<file path="config.mk">
export PLATFORM = sky130hd
export DESIGN_NAME = rs_issue_queue_flat
export DESIGN_NICKNAME = d
export VERILOG_FILES = /design/src/rtl/rs_issue_queue_if.sv /design/src/rtl/rs_issue_queue.sv /design/src/flat_wrapper.sv
export SDC_FILE = /design/constraint.sdc
export NUM_CORES = 2
export LEC_CHECK = 0
export CAP_MARGIN = 30
export CELL_PAD_IN_SITES_DETAIL_PLACEMENT = 0
export CELL_PAD_IN_SITES_GLOBAL_PLACEMENT = 1
export CORE_MARGIN = 10
export CORE_UTILIZATION = 24
export DETAILED_ROUTE_END_ITERATION = 10
export GPL_ROUTABILITY_DRIVEN = 0
export PLACE_DENSITY_LB_ADDON = 0.1
export SLEW_MARGIN = 20
export SYNTH_ARGS = -nofsm -noshare
export SYNTH_HDL_FRONTEND = slang
export SYNTH_SLANG_ARGS = --single-unit
export TNS_END_PERCENT = 5
</file>
<file path="constraint.sdc">
create_clock -name clk -period 8.5 [get_ports clk]
set_input_delay 1.7 -clock clk [delete_from_list [all_inputs] [get_ports clk]]
set_output_delay 1.7 -clock clk [all_outputs]
set_load 0.02 [all_outputs]
</file>
<file path="src/rtl/rs_issue_queue_if.sv">
// Entry/writeback types shared by the reservation station and its neighbours,
// plus the dispatch/wakeup/issue bundle seen by the issue queue.
package ooop_types;
  typedef struct packed {
    logic        valid;
    logic [5:0]  rob_idx;
    logic [7:0]  opcode;
    logic [5:0]  prd;
    logic        rd_used;
    logic [5:0]  prs1;
    logic        rs1_used;
    logic        prs1_ready;
    logic [5:0]  prs2;
    logic        rs2_used;
    logic        prs2_ready;
    logic [31:0] imm;
  } rs_entry_t;

  typedef struct packed {
    logic       valid;
    logic       rd_used;
    logic [5:0] prd;
  } wb_pkt_t;
endpackage

interface rs_issue_queue_if #(
  parameter int DEPTH = 8,
  parameter int N_WB  = 3
);
  localparam int CW = $clog2(DEPTH + 1);

  logic                           in_valid;
  logic                           in_ready;
  ooop_types::rs_entry_t          in_entry;
  ooop_types::wb_pkt_t [N_WB-1:0] wb_bus;
  logic                           issue_valid;
  logic                           issue_ready;
  ooop_types::rs_entry_t          issue_entry;
  logic [CW-1:0]                  count;

  modport master (
    output in_valid, in_entry, wb_bus, issue_ready,
    input  in_ready, issue_valid, issue_entry, count
  );

  modport slave (
    input  in_valid, in_entry, wb_bus, issue_ready,
    output in_ready, issue_valid, issue_entry, count
  );
endinterface

</file>
<file path="src/rtl/rs_issue_queue.sv">
// Collapsing reservation station: slot 0 is oldest; oldest ready entry is offered combinationally
// from state; wakeup lands at the next edge; dispatch is gated by the registered count only.
module rs_issue_queue #(
  parameter int DEPTH = 8,
  parameter int N_WB  = 3
) (
  input logic             clk,
  input logic             reset,
  input logic             flush,
  rs_issue_queue_if.slave q
);
  import ooop_types::*;

  localparam int CW = $clog2(DEPTH + 1);
  localparam int IW = $clog2(DEPTH);

  rs_entry_t        slots     [DEPTH];
  rs_entry_t        slots_up  [DEPTH];
  rs_entry_t        slots_nxt [DEPTH];
  rs_entry_t        disp_entry;
  logic [CW-1:0]    count;
  logic [CW-1:0]    count_nxt;
  logic [CW-1:0]    cnt_after;
  logic [DEPTH-1:0] rdy;
  logic [IW-1:0]    sel;
  logic             issue_fire;
  logic             disp_fire;

  // Only valid entries absorb wakeups; flags are sticky while resident.
  function automatic rs_entry_t wake(input rs_entry_t e, input wb_pkt_t [N_WB-1:0] wb);
    rs_entry_t r;
    r = e;
    for (int k = 0; k < N_WB; k++) begin
      if (e.valid && wb[k].valid && wb[k].rd_used) begin
        if (wb[k].prd == e.prs1) r.prs1_ready = 1'b1;
        if (wb[k].prd == e.prs2) r.prs2_ready = 1'b1;
      end
    end
    return r;
  endfunction

  always_comb begin
    rdy = '0;
    sel = '0;
    for (int i = 0; i < DEPTH; i++) begin
      rdy[i] = slots[i].valid
             && (!slots[i].rs1_used || slots[i].prs1_ready)
             && (!slots[i].rs2_used || slots[i].prs2_ready);
    end
    for (int i = DEPTH - 1; i >= 0; i--) begin
      if (rdy[i]) sel = IW'(i);
    end
  end

  assign q.in_ready    = (count < CW'(DEPTH));
  assign q.count       = count;
  assign q.issue_valid = |rdy;
  assign q.issue_entry = q.issue_valid ? slots[sel] : '0;
  assign issue_fire    = q.issue_valid && q.issue_ready;
  assign disp_fire     = q.in_valid && q.in_ready;

  always_comb begin
    for (int i = 0; i < DEPTH - 1; i++) slots_up[i] = slots[i + 1];
    slots_up[DEPTH - 1] = '0;

    disp_entry       = q.in_entry;
    disp_entry.valid = 1'b1;

    cnt_after = count - CW'(issue_fire);
    count_nxt = cnt_after + CW'(disp_fire);

    // Slots at or above the issued one collapse down; the newcomer goes just past the survivors.
    for (int i = 0; i < DEPTH; i++) begin
      slots_nxt[i] = wake((issue_fire && i >= int'(sel)) ? slots_up[i] : slots[i], q.wb_bus);
      if (disp_fire && i == int'(cnt_after)) slots_nxt[i] = wake(disp_entry, q.wb_bus);
    end
  end

  always_ff @(posedge clk) begin
    if (reset || flush) begin
      for (int i = 0; i < DEPTH; i++) slots[i] <= '0;
      count <= '0;
    end else begin
      for (int i = 0; i < DEPTH; i++) slots[i] <= slots_nxt[i];
      count <= count_nxt;
    end
  end
endmodule

</file>
<file path="src/flat_wrapper.sv">
// flat-port wrapper written by rule: the top's interface ports become plain ports
module rs_issue_queue_flat import ooop_types::*;
#(
  parameter int DEPTH = 8,
  parameter int N_WB  = 3
)
  (clk, reset, flush, q_in_valid, q_in_entry, q_wb_bus, q_issue_ready, q_in_ready, q_issue_valid, q_issue_entry, q_count);
  rs_issue_queue_if #(.DEPTH(DEPTH), .N_WB(N_WB)) q_i ();
  input logic clk;
  input logic reset;
  input logic flush;
  input wire logic [$bits(q_i.in_valid)-1:0] q_in_valid;
  input wire logic [$bits(q_i.in_entry)-1:0] q_in_entry;
  input wire logic [$bits(q_i.wb_bus)-1:0] q_wb_bus;
  input wire logic [$bits(q_i.issue_ready)-1:0] q_issue_ready;
  output wire logic [$bits(q_i.in_ready)-1:0] q_in_ready;
  output wire logic [$bits(q_i.issue_valid)-1:0] q_issue_valid;
  output wire logic [$bits(q_i.issue_entry)-1:0] q_issue_entry;
  output wire logic [$bits(q_i.count)-1:0] q_count;
  assign q_i.in_valid = q_in_valid;
  assign q_i.in_entry = q_in_entry;
  assign q_i.wb_bus = q_wb_bus;
  assign q_i.issue_ready = q_issue_ready;
  assign q_in_ready = q_i.in_ready;
  assign q_issue_valid = q_i.issue_valid;
  assign q_issue_entry = q_i.issue_entry;
  assign q_count = q_i.count;
  rs_issue_queue #(.DEPTH(DEPTH), .N_WB(N_WB)) u_core (.clk(clk), .reset(reset), .flush(flush), .q(q_i));
endmodule
</file>
; Yosys cells after proc, flatten, opt, wreduce, memory -nomap -nowiden
; Memories as Yosys holds them, arrays and structs flattened.
; Index checks and enable logic that the tools add are counted.
[classes]
add_sub_neg = 2
reduce_logical = 119
n_lt_le_gt_ge = 8
bitwise_logic = 8
mux = 144
eq_ne = 61
[op_table]
columns = operator, count
row1 = 2-to-1 mux 70 bit, 25
row2 = == test 6 bit, 54
row3 = 2-to-1 mux 1 bit, 111
row4 = logical AND 1 bit, 84
row5 = 2-to-1 mux 3 bit, 8
row6 = logical OR 1 bit, 17
row7 = "== test 4 bit, first input constant", 4
row8 = logical NOT 1 bit, 16
row9 = ">= comparator 3 bit, first input constant", 3
row10 = "== test 3 x 4 -> 1 bit, first input constant", 2
row11 = OR 1 bit, 8
row12 = OR reduction 8 bit, 1
row13 = ">= comparator 1 x 3 -> 1 bit, first input constant", 2
row14 = ">= comparator 2 x 3 -> 1 bit, first input constant", 2
row15 = adder 4 x 1 -> 4 bit, 1
row16 = "== test 2 x 4 -> 1 bit, first input constant", 1
row17 = logical NOT 4 bit, 1
row18 = "< comparator 4 bit, second input constant", 1
row19 = subtractor 4 x 1 -> 4 bit, 1
[word_totals]
wordCells = 344
inputBits = 99
n_memories = 1
mem_bits_rw = 560
register_bits = 4
[memory_table]
columns = memory, depth, width, rd, rd_ports_with_merged_regs, wr, line_no
row1 = u_core.slots, 8, 70, 9, 0, 8, rs_issue_queue.sv:17  ; rs_entry_t slots [DEPTH];

; Longest topological paths before layout
; An unclocked memory read counts as a cell.
[logic_depth]
word_depth = 25
ltp_mapped = 14

; Worst setup path after synthesis
; No wires, ideal clock.
[synth_path]
path_type = register to output
from = mem u_core.slots[4][32] (netlist bit)
to = out q_issue_entry[10]
stages_incl_launch_ff = 13
t_arrival_ps = 2435
slack_ps = 4365
n_path_buf = 3
cell_sequence = dfxtp_1 > nand2b_1 > and3_1 > buf_6 > a21oi_1 > nand2_1 > a21oi_1 > clkbuf_1 > clkbuf_1 > nand2_1 > nand3_1 > nand3_1 > a31oi_1
[synth_rtl]
columns = item, line_no
row1 = "start, declared", rs_issue_queue.sv:17
row2 = "end, declared", flat_wrapper.sv:18  ; output wire logic [$bits(q_i.issue_entry)-1:0] q_issue_entry;

==> key figures <==
Timing
  – Minimum clock period after layout: slightly below 7 ns
  – Slew Limit Fails: 0
  – F_max: 145.8 MHz
  – RSZ-0062 raised after global routing: no
  – Final setup violation count: 0
  – Tcrit/Tclk final: 80.71%
  – Worst Skew: roughly 0.037 ns
  – Rel. slew slack: 29.29%
  – Setup TNS after final layout: 0 ns
  – Slew @ Worst Pin: 1.031 ns
  – Final Hold Viols: 0

Finish
  – Fill cells: between 15000 and 20000
  – Layout cell share with drive strength beyond 1: 6.344%
  – Final Cell Area: 39610 µm²
  – Sequential Area: 11290 µm²
  – Area occupied by multi-input gates: 20710 µm²
  – Commonest non-fill, non-tap cell in the layout: nor2_1
  – Area Overhead vs Synth: 15.99%
  – Most frequent cells in the layout: nor2_1, nand2_1, dfxtp_1, a211oi_1, mux2i_1
  – Nets: ~4400

Min path
  – Worst hold path class: reg -> reg
  – Hold Startpoint: u_core.slots[7][58]$_SDFFE_PP0P_
  – Hold Crit Depth: 2
  – Worst Hold End: u_core.slots[6][58]$_SDFFE_PP0P_

Floorplan
  – Die area: roughly 160000 µm²
  – Initial core utilization: 24.15%
  – Die height: 397.2 µm
  – Die W: 397.2 µm
  – Core area: between 100000 and 150000 µm²
  – Ports: 175
  – Row count: 138

Yosys
  – EDFF count, synth: 0
  – YS warnings: 0
  – Post-synth top area share: 33.07%
  – Netlist Area Pre-Place: ~34000 µm²
  – Avg Inst Size Synth: around 7.6 µm²
  – Synth Flop Type: dfxtp_1
  – Sequential share of the synthesized area: 33.07%
  – Post-synthesis sequential element count: 564
  – Synth area leader: dfxtp_1
  – Synth cell types: between 80 and 90
  – Async SR Flop Fraction: 0%
  – Post-Syn Nets: 4606
  – Synth area leaders: dfxtp_1, nor2_1, nand2_1, mux2i_1, a311oi_1
  – Cells after Synth: 4503

Global route
  – Initial antenna violation count: 5
  – Largest net degree at the start of global routing: 150
  – Vias in the first global route: 33820
  – Total grt overflow: 0
  – All-Layer GR Usage: 21.93%
  – Global-route wire length before repair: 258000 µm

Routing
  – Via count: 33970
  – DR vias/cell: 5.414
  – Iter 0 DRT Violations: roughly 2700
  – Remaining antenna violation count after routing: 0
  – Post-detailed-route wirelength per cell: around 29 µm
  – Drt pass-1 iters: 5
  – DRC: 0
  – WL final: roughly 180000 µm

Power and ir drop
  – Pleak: between 0.01 and 0.015 µW
  – Total power: 7546 µW
  – Peak supply drop: 0.0001259 V
  – PwrDens: around 190 nW/µm²

Critical path
  – Reg-to-Reg End: u_core.slots[7][17]$_SDFFE_PP0P_
  – CP arrival: 5.16 ns
  – Worst reg2reg path depth: 13
  – Crit Path Max Fanout: 56
  – Critical path required time: roughly 6.8 ns
  – Reg-to-reg startpoint: u_core.slots[4][41]$_SDFFE_PP0P_
  – Kind of end point of the critical path: primary output
  – CP Launch Type: flop
  – WS Path Type: reg -> out
  – Worst reg2reg setup slack: 3.54 ns

Clocking
  – Post-CTS Setup Bufs: 0
  – Sink Count: 564
  – CTS tree: yes
  – CTS hold repair buffers: 0
  – Worst-skew pair later-pin latency: 0.70 ns
  – Clk buf depth: 3
  – Worst-path clk slew: 0.06 ns
  – Cts repair resizes: 0
  – Total CTS buffers: 76
  – CTS root buffer: clkbuf_16
  – Htree depth: 3

Place
  – DPL Wire Length: approximately 100000 µm
  – Input/output buffers: 173
  – Placed Area: around 37000 µm²

Status
  – Outcome: finished, final reports clean

Job
  – Max cap viols: 0
## kinds of logic after synthesis
kind of cell | after synthesis | synth area share [%]
simple gates | 1821 | 22.86
compound gates | 987 | 21.32
flops | 564 | 33.07
buf+inv | 563 | 7.079
xor+xnor | 315 | 8.080
mux | 249 | 7.446
fa+ha+maj | 4 | 0.1466
## worst max-delay path, stage by stage, from the launching register on
cell and delay, ns:
dfxtp_1 0.42, nand2b_1 0.15, and3_1 0.56, a21oi_1 0.24
nand2_1 0.22, a21o_4 0.73, buf_4 0.57, o221ai_1 0.20
o21ai_0 0.15, nand3_1 0.12, a31oi_1 0.39, clkdlybuf4s50_1 0.70
## cell usage after synthesis (10+ instances only)
cell type	n
nor2_1	680
nand2_1	668
dfxtp_1	564
clkbuf_1	356
a211oi_1	244
mux2i_1	237
a311oi_1	230
xnor2_1	223
nand3_1	213
o22ai_1	115
nor4_1	111
a21oi_1	104
xor2_1	92
o21ai_0	65
buf_1	56
buf_4	54
a31oi_1	52
buf_2	49
o21a_1	42
nand4_1	40
o221ai_1	37
nor3_1	33
inv_1	31
nand2b_1	13
a2111oi_0	10
and3_1	10
o2111ai_1	10
## per-stage QoR
| stage | utilization (%) | instances | hold WS (ns) | worst slack, ns |
|---|---|---|---|---|
| after floorplan | - | 4503 | 0.4586 | 4.365 |
| after global placement | 26.21 | 6135 | 0.4739 | 2.139 |
| after detailed placement | 26.23 | 6136 | 0.4708 | 2.204 |
| after CTS | 27.97 | 6270 | 0.4819 | 1.536 |
| after global routing | 28.01 | 6272 | 0.4966 | 1.330 |
| final | 28.01 | 6273 | 0.4764 | 1.640 |
## worst max-delay path by stage
stage	from	end	slack [ns]	cells after the start
5_1_grt	u_core.slots[4][40]$_SDFF_PP0_	q_issue_entry[20]	1.33	11
2_1_floorplan	u_core.slots[4][32]$_SDFF_PP0_	q_issue_entry[10]	4.36	12
3_5_place_dp	q_issue_ready	u_core.slots[5][32]$_SDFF_PP0_	2.20	9
4_1_cts	u_core.slots[4][32]$_SDFF_PP0_	q_issue_entry[20]	1.54	11
3_3_place_gp	q_issue_ready	u_core.slots[5][32]$_SDFF_PP0_	2.14	9
6_report	u_core.slots[4][40]$_SDFF_PP0_	q_issue_entry[20]	1.64	11
## report_power, final
group | switching [µW] | leakage [µW] | internal, µW | total, µW
clock | 1380 | 0.00121 | 1900 | 3290
sequential | 61.3 | 0.00455 | 2720 | 2780
combinational | 1060 | 0.00751 | 414 | 1480
total | 2510 | 0.0133 | 5040 | 7550
## state kept, by name (all words and copies together), names as in the netlist
| name | cells |
|---|---|
| u_core.slots | 560 |
| u_core.q.count | 4 |
## routing by layer
metal | global-route usage, % | share of wire (%) | vias up
met1 | 29.84 | 46 | 16950
met3 | 3.479 | 4.9 | 277
met5 | 0 | 0.029 | -
met4 | 7.022 | 3.4 | 8
li1 | - | - | 15750
met2 | 35.20 | 45 | 979
## cell type report
type / instances / share of cell area [%]
multi-input cells: 3376 / 52.29
flip-flops and latches: 564 / 28.51
repair buffers: 266 / 6.590
well taps: 1890 / 5.970
clock buffers: 115 / 5.607
clock inverters: 19 / 0.6318
inverters: 42 / 0.3980
diodes: 1 / 0.006318
Power figures use the tool's default switching activity.
